[src/rtl/axi_wr_addr_burst_expander_if.sv]
// AW-channel and per-beat token bundle shared by the burst expander and its master.
interface axi_wr_addr_burst_expander_if #(
  parameter int ID_W       = 4,
  parameter int ADDR_W     = 32,
  parameter int LEN_W      = 8,
  parameter int FIFO_DEPTH = 4
);
  localparam int CNT_W = $clog2(FIFO_DEPTH) + 1;

  logic [ID_W-1:0]   awid;
  logic [ADDR_W-1:0] awaddr;
  logic [LEN_W-1:0]  awlen;
  logic              awvalid;
  logic              awready;
  logic              beat_valid;
  logic              beat_ready;
  logic [ADDR_W-1:0] beat_addr;
  logic [ID_W-1:0]   beat_id;
  logic [LEN_W-1:0]  beat_idx;
  logic              beat_last;
  logic [CNT_W-1:0]  fifo_count;
  logic [15:0]       bursts_done;

  modport slave (
    input  awid, awaddr, awlen, awvalid, beat_ready,
    output awready, beat_valid, beat_addr, beat_id, beat_idx, beat_last,
           fifo_count, bursts_done
  );

  modport master (
    output awid, awaddr, awlen, awvalid, beat_ready,
    input  awready, beat_valid, beat_addr, beat_id, beat_idx, beat_last,
           fifo_count, bursts_done
  );
endinterface

[src/rtl/axi_wr_addr_burst_expander.sv]
// Buffers AW commands in a small FIFO and expands each INCR burst into per-beat
// address/ID tokens delivered over a valid/ready handshake.
module axi_wr_addr_burst_expander #(
  parameter int ID_W       = 4,
  parameter int ADDR_W     = 32,
  parameter int LEN_W      = 8,
  parameter int DATA_BYTES = 4,
  parameter int FIFO_DEPTH = 4
) (
  input  logic                         clk,
  input  logic                         rst,
  axi_wr_addr_burst_expander_if.slave  bus
);
  // state   | meaning
  // S_IDLE  | no burst loaded, waiting for a queued command
  // S_BURST | burst loaded, beat token presented to consumer
  localparam int                PTR_W      = $clog2(FIFO_DEPTH);
  localparam int                CNT_W      = PTR_W + 1;
  localparam logic [ADDR_W-1:0] BEAT_STEP  = ADDR_W'(DATA_BYTES);
  localparam logic [ADDR_W-1:0] ALIGN_MASK = ~(BEAT_STEP - ADDR_W'(1));
  localparam logic [CNT_W-1:0]  DEPTH_C    = CNT_W'(FIFO_DEPTH);

  typedef enum logic {S_IDLE, S_BURST} state_t;

  state_t            r_state;
  state_t            w_state_nxt;

  logic [ID_W-1:0]   r_fifo_id   [FIFO_DEPTH];
  logic [ADDR_W-1:0] r_fifo_addr [FIFO_DEPTH];
  logic [LEN_W-1:0]  r_fifo_len  [FIFO_DEPTH];
  logic [PTR_W-1:0]  r_wptr;
  logic [PTR_W-1:0]  r_rptr;
  logic [CNT_W-1:0]  r_count;
  logic [CNT_W-1:0]  w_count_nxt;
  logic              r_awready;

  logic [ADDR_W-1:0] r_addr;
  logic [ID_W-1:0]   r_id;
  logic [LEN_W-1:0]  r_idx;
  logic [LEN_W-1:0]  r_len;
  logic              r_last;
  logic [15:0]       r_done;

  logic              w_beat_valid;
  logic              w_push;
  logic              w_pop;
  logic              w_accept;
  logic              w_step;
  logic              w_fifo_ne;

  assign w_fifo_ne   = (r_count != '0);
  assign w_push      = bus.awvalid & r_awready;
  assign w_accept    = w_beat_valid & bus.beat_ready;
  // Pop only against pre-edge occupancy, so a same-edge push into an empty FIFO waits a cycle.
  assign w_pop       = w_fifo_ne & ((r_state == S_IDLE) | (w_accept & r_last));
  assign w_step      = w_accept & ~r_last;
  assign w_count_nxt = r_count + CNT_W'(w_push) - CNT_W'(w_pop);

  always_ff @(posedge clk or negedge rst) begin
    if (!rst) begin
      r_state <= S_IDLE;
    end else begin
      r_state <= w_state_nxt;
    end
  end

  always_comb begin
    w_state_nxt = r_state;
    case (r_state)
      S_IDLE:  if (w_fifo_ne) w_state_nxt = S_BURST;
      S_BURST: if (w_accept && r_last && !w_fifo_ne) w_state_nxt = S_IDLE;
      default: w_state_nxt = S_IDLE;
    endcase
  end

  always_comb begin
    w_beat_valid = 1'b0;
    if (r_state == S_BURST) w_beat_valid = 1'b1;
  end

  always_ff @(posedge clk) begin
    if (w_push) begin
      r_fifo_id[r_wptr]   <= bus.awid;
      r_fifo_addr[r_wptr] <= bus.awaddr;
      r_fifo_len[r_wptr]  <= bus.awlen;
    end
  end

  // awready is registered from post-edge occupancy; a pop while full frees space one cycle later.
  always_ff @(posedge clk or negedge rst) begin
    if (!rst) begin
      r_wptr    <= '0;
      r_rptr    <= '0;
      r_count   <= '0;
      r_awready <= 1'b0;
    end else begin
      if (w_push) r_wptr <= r_wptr + PTR_W'(1);
      if (w_pop)  r_rptr <= r_rptr + PTR_W'(1);
      r_count   <= w_count_nxt;
      r_awready <= (w_count_nxt < DEPTH_C);
    end
  end

  always_ff @(posedge clk or negedge rst) begin
    if (!rst) begin
      r_addr <= '0;
      r_id   <= '0;
      r_idx  <= '0;
      r_len  <= '0;
      r_last <= 1'b0;
      r_done <= '0;
    end else begin
      if (w_pop) begin
        r_addr <= r_fifo_addr[r_rptr];
        r_id   <= r_fifo_id[r_rptr];
        r_len  <= r_fifo_len[r_rptr];
        r_idx  <= '0;
        r_last <= (r_fifo_len[r_rptr] == '0);
      end else if (w_step) begin
        // Unaligned start addresses snap to the beat grid from the second beat on.
        r_addr <= (r_addr & ALIGN_MASK) + BEAT_STEP;
        r_idx  <= r_idx + LEN_W'(1);
        r_last <= ((r_idx + LEN_W'(1)) == r_len);
      end
      if (w_accept && r_last) r_done <= r_done + 16'd1;
    end
  end

  assign bus.awready     = r_awready;
  assign bus.beat_valid  = w_beat_valid;
  assign bus.beat_addr   = r_addr;
  assign bus.beat_id     = r_id;
  assign bus.beat_idx    = r_idx;
  assign bus.beat_last   = r_last;
  assign bus.fifo_count  = r_count;
  assign bus.bursts_done = r_done;
endmodule

[src/flat_wrapper.sv]
// flat-port wrapper written by rule: the top's interface ports become plain ports
module axi_wr_addr_burst_expander_flat 
#(
  parameter int ID_W       = 4,
  parameter int ADDR_W     = 32,
  parameter int LEN_W      = 8,
  parameter int DATA_BYTES = 4,
  parameter int FIFO_DEPTH = 4
)
  (clk, rst, bus_awid, bus_awaddr, bus_awlen, bus_awvalid, bus_beat_ready, bus_awready, bus_beat_valid, bus_beat_addr, bus_beat_id, bus_beat_idx, bus_beat_last, bus_fifo_count, bus_bursts_done);
  axi_wr_addr_burst_expander_if #(.ID_W(ID_W), .ADDR_W(ADDR_W), .LEN_W(LEN_W), .FIFO_DEPTH(FIFO_DEPTH)) bus_i ();
  input  logic clk;
  input  logic rst;
  input wire logic [$bits(bus_i.awid)-1:0] bus_awid;
  input wire logic [$bits(bus_i.awaddr)-1:0] bus_awaddr;
  input wire logic [$bits(bus_i.awlen)-1:0] bus_awlen;
  input wire logic [$bits(bus_i.awvalid)-1:0] bus_awvalid;
  input wire logic [$bits(bus_i.beat_ready)-1:0] bus_beat_ready;
  output wire logic [$bits(bus_i.awready)-1:0] bus_awready;
  output wire logic [$bits(bus_i.beat_valid)-1:0] bus_beat_valid;
  output wire logic [$bits(bus_i.beat_addr)-1:0] bus_beat_addr;
  output wire logic [$bits(bus_i.beat_id)-1:0] bus_beat_id;
  output wire logic [$bits(bus_i.beat_idx)-1:0] bus_beat_idx;
  output wire logic [$bits(bus_i.beat_last)-1:0] bus_beat_last;
  output wire logic [$bits(bus_i.fifo_count)-1:0] bus_fifo_count;
  output wire logic [$bits(bus_i.bursts_done)-1:0] bus_bursts_done;
  assign bus_i.awid = bus_awid;
  assign bus_i.awaddr = bus_awaddr;
  assign bus_i.awlen = bus_awlen;
  assign bus_i.awvalid = bus_awvalid;
  assign bus_i.beat_ready = bus_beat_ready;
  assign bus_awready = bus_i.awready;
  assign bus_beat_valid = bus_i.beat_valid;
  assign bus_beat_addr = bus_i.beat_addr;
  assign bus_beat_id = bus_i.beat_id;
  assign bus_beat_idx = bus_i.beat_idx;
  assign bus_beat_last = bus_i.beat_last;
  assign bus_fifo_count = bus_i.fifo_count;
  assign bus_bursts_done = bus_i.bursts_done;
  axi_wr_addr_burst_expander #(.ID_W(ID_W), .ADDR_W(ADDR_W), .LEN_W(LEN_W), .DATA_BYTES(DATA_BYTES), .FIFO_DEPTH(FIFO_DEPTH)) u_core (.clk(clk), .rst(rst), .bus(bus_i));
endmodule
[config.mk]
export PLATFORM = sky130hd
export DESIGN_NAME = axi_wr_addr_burst_expander_flat
export DESIGN_NICKNAME = d
export VERILOG_FILES = /design/src/rtl/axi_wr_addr_burst_expander_if.sv /design/src/rtl/axi_wr_addr_burst_expander.sv /design/src/flat_wrapper.sv
export SDC_FILE = /design/constraint.sdc
export NUM_CORES = 1
export LEC_CHECK = 0
export BUFFER_PORTS_ARGS = -buffer_cell sky130_fd_sc_hd__buf_2
export CAP_MARGIN = 10
export CORE_AREA = 2 2 138 140
export CTS_CLUSTER_DIAMETER = 200
export CTS_CLUSTER_SIZE = 20
export DETAILED_ROUTE_END_ITERATION = 8
export DIE_AREA = 0 0 140 142
export PLACE_DENSITY = 0.84
export SLEW_MARGIN = 15
export SYNTH_ARGS = -nofsm -noshare
export SYNTH_HDL_FRONTEND = slang
export SYNTH_SLANG_ARGS = --single-unit
[constraint.sdc]
create_clock -name clk -period 3.6 [get_ports clk]
set_clock_uncertainty 0.05 [all_clocks]
set_input_delay 0.54 -clock clk [delete_from_list [all_inputs] [get_ports clk]]
set_output_delay 0.54 -clock clk [all_outputs]
set_load 0.05 [all_outputs]
==> After elaboration in Yosys (flattened, before gate mapping) <==
Memories as Yosys holds them, arrays and structs flattened. A register that Yosys moved wholly into a read port is not among the register bits.
Index checks and enable logic that the tools add are counted.
{ "totals": {"ram_bits": 176, "ff_bits": 74, "out_inout_bits": 66, "elab_cells": 49, "mem_count": 3} }
{ "mem_list": {"columns": ["memory", "words", "word_bits", "rd", "rd_clocked_by_memory_dff", "wr", "line_no", "text"], "rows": [
  ["u_core.r_fifo_addr", 4, 32, 1, 0, 1, "axi_wr_addr_burst_expander.sv:29", "logic [ADDR_W-1:0] r_fifo_addr [FIFO_DEPTH];"],
  ["u_core.r_fifo_len", 4, 8, 1, 0, 1, "axi_wr_addr_burst_expander.sv:30", "logic [LEN_W-1:0] r_fifo_len [FIFO_DEPTH];"],
  ["u_core.r_fifo_id", 4, 4, 1, 1, 1, "axi_wr_addr_burst_expander.sv:28", "logic [ID_W-1:0] r_fifo_id [FIFO_DEPTH];"]
]} }
{ "classes": {"n_reduce_logical": 7, "muxes": 12, "addsub": 7, "n_eq_ne": 1, "bitwise_logic": 8, "order_cmp": 1} }
{ "op_table": {"columns": ["op", "count"], "rows": [
  ["32-bit two-way mux", 2],
  ["32-bit by 3-bit adder with 32-bit output, second input constant", 1],
  ["16-bit by 1-bit adder with 16-bit output, second input constant", 1],
  ["8-bit two-way mux", 2],
  ["8-bit by 1-bit adder with 8-bit output, second input constant", 1],
  ["8-bit equality test", 1],
  ["8-bit zero test", 1],
  ["1-bit two-way mux", 7],
  ["1-bit bitwise AND", 5],
  ["2-bit by 1-bit adder with 2-bit output, second input constant", 2],
  ["3-bit by 1-bit adder with 3-bit output", 1],
  ["3-bit < comparator, second input constant", 1],
  ["3-bit nonzero test", 1],
  ["3-bit by 1-bit subtractor with 3-bit output", 1],
  ["1-bit logical AND", 2],
  ["1-bit zero test", 2],
  ["1-bit inverter", 2],
  ["1-bit one-hot mux with 2 select lines", 1],
  ["2-bit nonzero test", 1],
  ["1-bit bitwise OR", 1]
]} }

==> Logic depth before layout (Yosys ltp) <==
{ "logic_depth": {"word_depth": 7, "mapped_depth": 13, "depth_no_buf": 10} }

==> Least setup slack after synthesis <==
OpenSTA, ideal clock, no wires.
{ "synth_timing": {"path_type": "register to register", "startpoint": "register u_core.r_count[1] (netlist: u_core.bus.fifo_count[1])", "endpoint": "register u_core.r_count[2] (netlist: u_core.bus.fifo_count[2])", "arrival_time_ns": 2.806, "setup_slack_ns": 0.623, "setup_ns": 0.121, "stages_incl_launch_ff": 14, "period_less_slack_ns": 2.977, "required_ns": 3.429, "path_cell_list": "dfrtp_1 > nor3_1 > nand2b_2 > inv_2 > buf_6 > clkbuf_1 > clkbuf_1 > ha_1 > inv_1 > ha_1 > inv_1 > fa_1 > xor2_1 > inv_1"} }
{ "synth_between": {"elab_chain_cells": 3} }
{ "synth_lines": {"columns": ["element", "line_no", "text"], "rows": [
  ["start: declaration", "axi_wr_addr_burst_expander.sv:33", "logic [CNT_W-1:0] r_count;"],
  ["start signal: assignment", "axi_wr_addr_burst_expander.sv:99", "r_count <= w_count_nxt;"],
  ["parallel branches: the longest is 2 deep, another holds 3-bit by 1-bit adder with 3-bit output", null, null],
  ["3-bit by 1-bit subtractor with 3-bit output *", "axi_wr_addr_burst_expander.sv:57", "assign w_count_nxt = r_count + CNT_W'(w_push) - CNT_W'(w_pop);"],
  ["net u_core.w_count_nxt[2]", "axi_wr_addr_burst_expander.sv:34", "logic [CNT_W-1:0] w_count_nxt;"]
]} }
Mark *: on every way through the listed nets, which the timed path passes.
A chain may end at the register's enable or synchronous reset.

==> Worst setup path in the final report <==
Same ends and word-level chain as after synthesis.

==> impl_metrics.ini <==
[status]
outcome = finished with violations
violations = DRC

[timing]
fin_crit_ps = 2280
fin_tns_setup_ps = 0
worst_pin_slew_ps = 724
drv_slew = 0
setup_viol = 0
finalHoldViolCount = 0
rsz0062_at_grt = no
timing.final.crit_share_pct = 63.3
fmax_mhz = 439
max_slew_margin_pct = 51.7

[floorplanning]
initial_utilization_pct = 56.5
dieArea_mm2 = 0.0199
fp.coreArea_mm2 = 0.0185
die_h_um = 142
num_rows = 50
die_x_um = 140
ios = 114

[setup_path]
critPathKind = flip-flop to flip-flop
worst_setup_path_end_kind = flip-flop
path_max_fanout = 9
crit_arrival_ps = 2610
critPathRequiredTime_ps = 3930
startpoint_type = flip-flop

[global_routing]
grt_use_total_pct = 21.2
grt_max_degree = 67
grt_remaining_overflow = 0
antenna_found_initial = 2
grt_pass1_wl_mm = 32.7
grt_pass1_vias = 6121

[route]
via_per_inst = 5.90
firstDrtPassIters = 7
drt_iter0_drc = 454
ant_nets = 0
vias = 6071
routedWlPerCell_um = 20.2
drc_errors = 10
wl_mm = 20.8

[pwr]
p_total_mw = 9.73
power.density_mw_per_mm2 = 829
power_leakage_nw = 4.45
ir_drop_mv = 0.398

[logic_synthesis]
synth_edf_count = 176
synth_warnings = 0
syn-mean-instance-area_um2 = 15.6
syn_inst = 670
yosysMostFrequentCell = edfxtp_1
seq_area_frac_synth_pct = 69.4
synth_top_area_share_pct = 50.7
synth_top_area_cell = edfxtp_1
ys_seq_elements = 254
yosys.cell_types.count = 51
ys.flop_type = edfxtp_1
synth_area_leaders = edfxtp_1 (51%), dfrtp_1 (19%), mux4_2 (9.5%)
synth_nets = 728
async_flop_share_pct = 30.7
synthesis.area_mm2 = 0.0104
synth_commonest_cells = edfxtp_1 (176), nand2_1 (96), dfrtp_1 (78), mux4_2 (44), xor2_1 (26)

[finish]
utilization_pct = 63.6
area_delta_synth_final_pct = 12.5
stdcell_count = 1029
drive_gt1_share_pct = 25.3
fillers = 1265
nets = 842

[placed_design]
place.gp.congestion = 0.816
placed_cells = 999
dp_hpwl_mm = 13.7
io_buffers = 113

[job]
drv_cap = 0

[clock_network]
clock_latency_ps = 480
path_clk_slew_ps = 80
numCtsBuffers = 16
cts_sinks = 254
cts-root-buf = clkbuf_16
cts-htree-levels = 1
cts_tree = yes
cts_resized = 0
cts_buffer_depth = 3

[min_path]
hold_class = input pin to flip-flop
## path summary, 6_finish.rpt
check                                                  startpoint                                      to  slack, ps  depth (start not counted)
max                            u_core.bus.fifo_count[1]$_DFF_PN0_      u_core.bus.fifo_count[2]$_DFF_PN0_       1320                         10
min                                                bus_awaddr[24]     u_core.r_fifo_addr[1][24]$_DFFE_PP_        210                          1
max reg2reg                    u_core.bus.fifo_count[1]$_DFF_PN0_      u_core.bus.fifo_count[2]$_DFF_PN0_       1320                         10
min reg2reg                u_core.bus.bursts_done[15]$_DFFE_PN0P_  u_core.bus.bursts_done[15]$_DFFE_PN0P_        410                          1
max in group asynchronous                                     rst            u_core.r_rptr[0]$_DFFE_PN0N_       2310                          3
min in group asynchronous                                     rst      u_core.bus.fifo_count[0]$_DFF_PN0_        460                          2
## report_power, final
group	internal [mW]	switching (mW)	leakage, nW
registers	3.78	0.557	2.56
logic	1.27	2.34	1.67
clock network	0.887	0.893	0.225
## logic make-up (layout without fill, tap and decap cells)
family | after synthesis | after routing | share of synthesized area [%]
xor+xnor | 51 | 51 | 4.28
flops | 254 | 254 | 69.4
buf+inv | 42 | 166 | 1.88
fa+ha+maj | 10 | 10 | 1.27
simple gates | 208 | 208 | 9.78
mux | 50 | 50 | 10.2
compound gates | 55 | 55 | 3.20
other cells | 0 | 1 | 0
## registers in the layout, indices dropped and copies added, names as in the netlist
name / flops
u_core.bus.awready: 1
u_core.bus.beat_addr: 32
u_core.bus.beat_id: 4
u_core.bus.beat_idx: 8
u_core.bus.beat_last: 1
u_core.bus.bursts_done: 16
u_core.bus.fifo_count: 3
u_core.r_fifo_addr: 128
u_core.r_fifo_id: 16
u_core.r_fifo_len: 32
u_core.r_len: 8
u_core.r_rptr: 2
u_core.r_state: 1
u_core.r_wptr: 2
## layout by cell type, fill, tap and decap left out, types with 3 or more instances in the layout
cell type and n:
edfxtp_1 176, and4_1 8, nand2_1 96, buf_2 112, dfrtp_1 76, mux4_2 44, nor4_1 3, nand3b_1 3
nand4_1 18, xor2_1 26, nand3_1 19, nor2_1 20, ha_1 9, or3_1 4, xnor2_1 25, and2_1 5
and3_2 4, a31oi_1 4, a21oi_1 7, o21ai_1 21, nor3_1 7, buf_4 13, clkbuf_1 10, and3_1 10
clkbuf_16 17, o21ai_0 8, inv_1 10
## area by class of cell
cell class	count	area, µm²	share of cell area, %
Antenna cell	1	2.50	0.0213
Clock buffer	27	463	3.95
Clock inverter	1	8.76	0.0746
Inverter	11	41.3	0.352
Multi-Input combinational cell	374	3000	25.5
Sequential cell	254	7240	61.7
Tap cell	234	293	2.50
Timing Repair Buffer	127	688	5.86
## per-layer routing
metal	up-vias	wire (µm)	part of all wire, %	global-route usage, %
li1	2743	-	-	-
met1	3014	8190	39	27.8
met2	264	10500	50	35.9
met3	48	1530	7.3	4.14
met4	2	613	2.9	7.55
met5	-	7	0.034	0
## worst max-delay path: stages (launching register included)
cell      delay (ps)
dfrtp_1          440
nor3_1           280
nand2b_2         190
inv_2             90
ha_1             270
inv_1             60
ha_1             130
inv_1             40
fa_1             360
xor2_1           200
inv_1             60
## stage by stage
step	hold WS [ps]	setup WS, ps	cell area (µm²)
2_1_floorplan	194	623	10400
3_3_place_gp	405	1280	11200
3_5_place_dp	411	1200	11200
4_1_cts	202	1290	11700
5_1_grt	204	1110	11700
6_report	214	1320	11700
## timing repair
item,4_1_cts,5_1_grt
setup buffers,0,0
hold endpoints to repair,25,0
hold buffers,1,0
(Power assumes the default switching activity.)
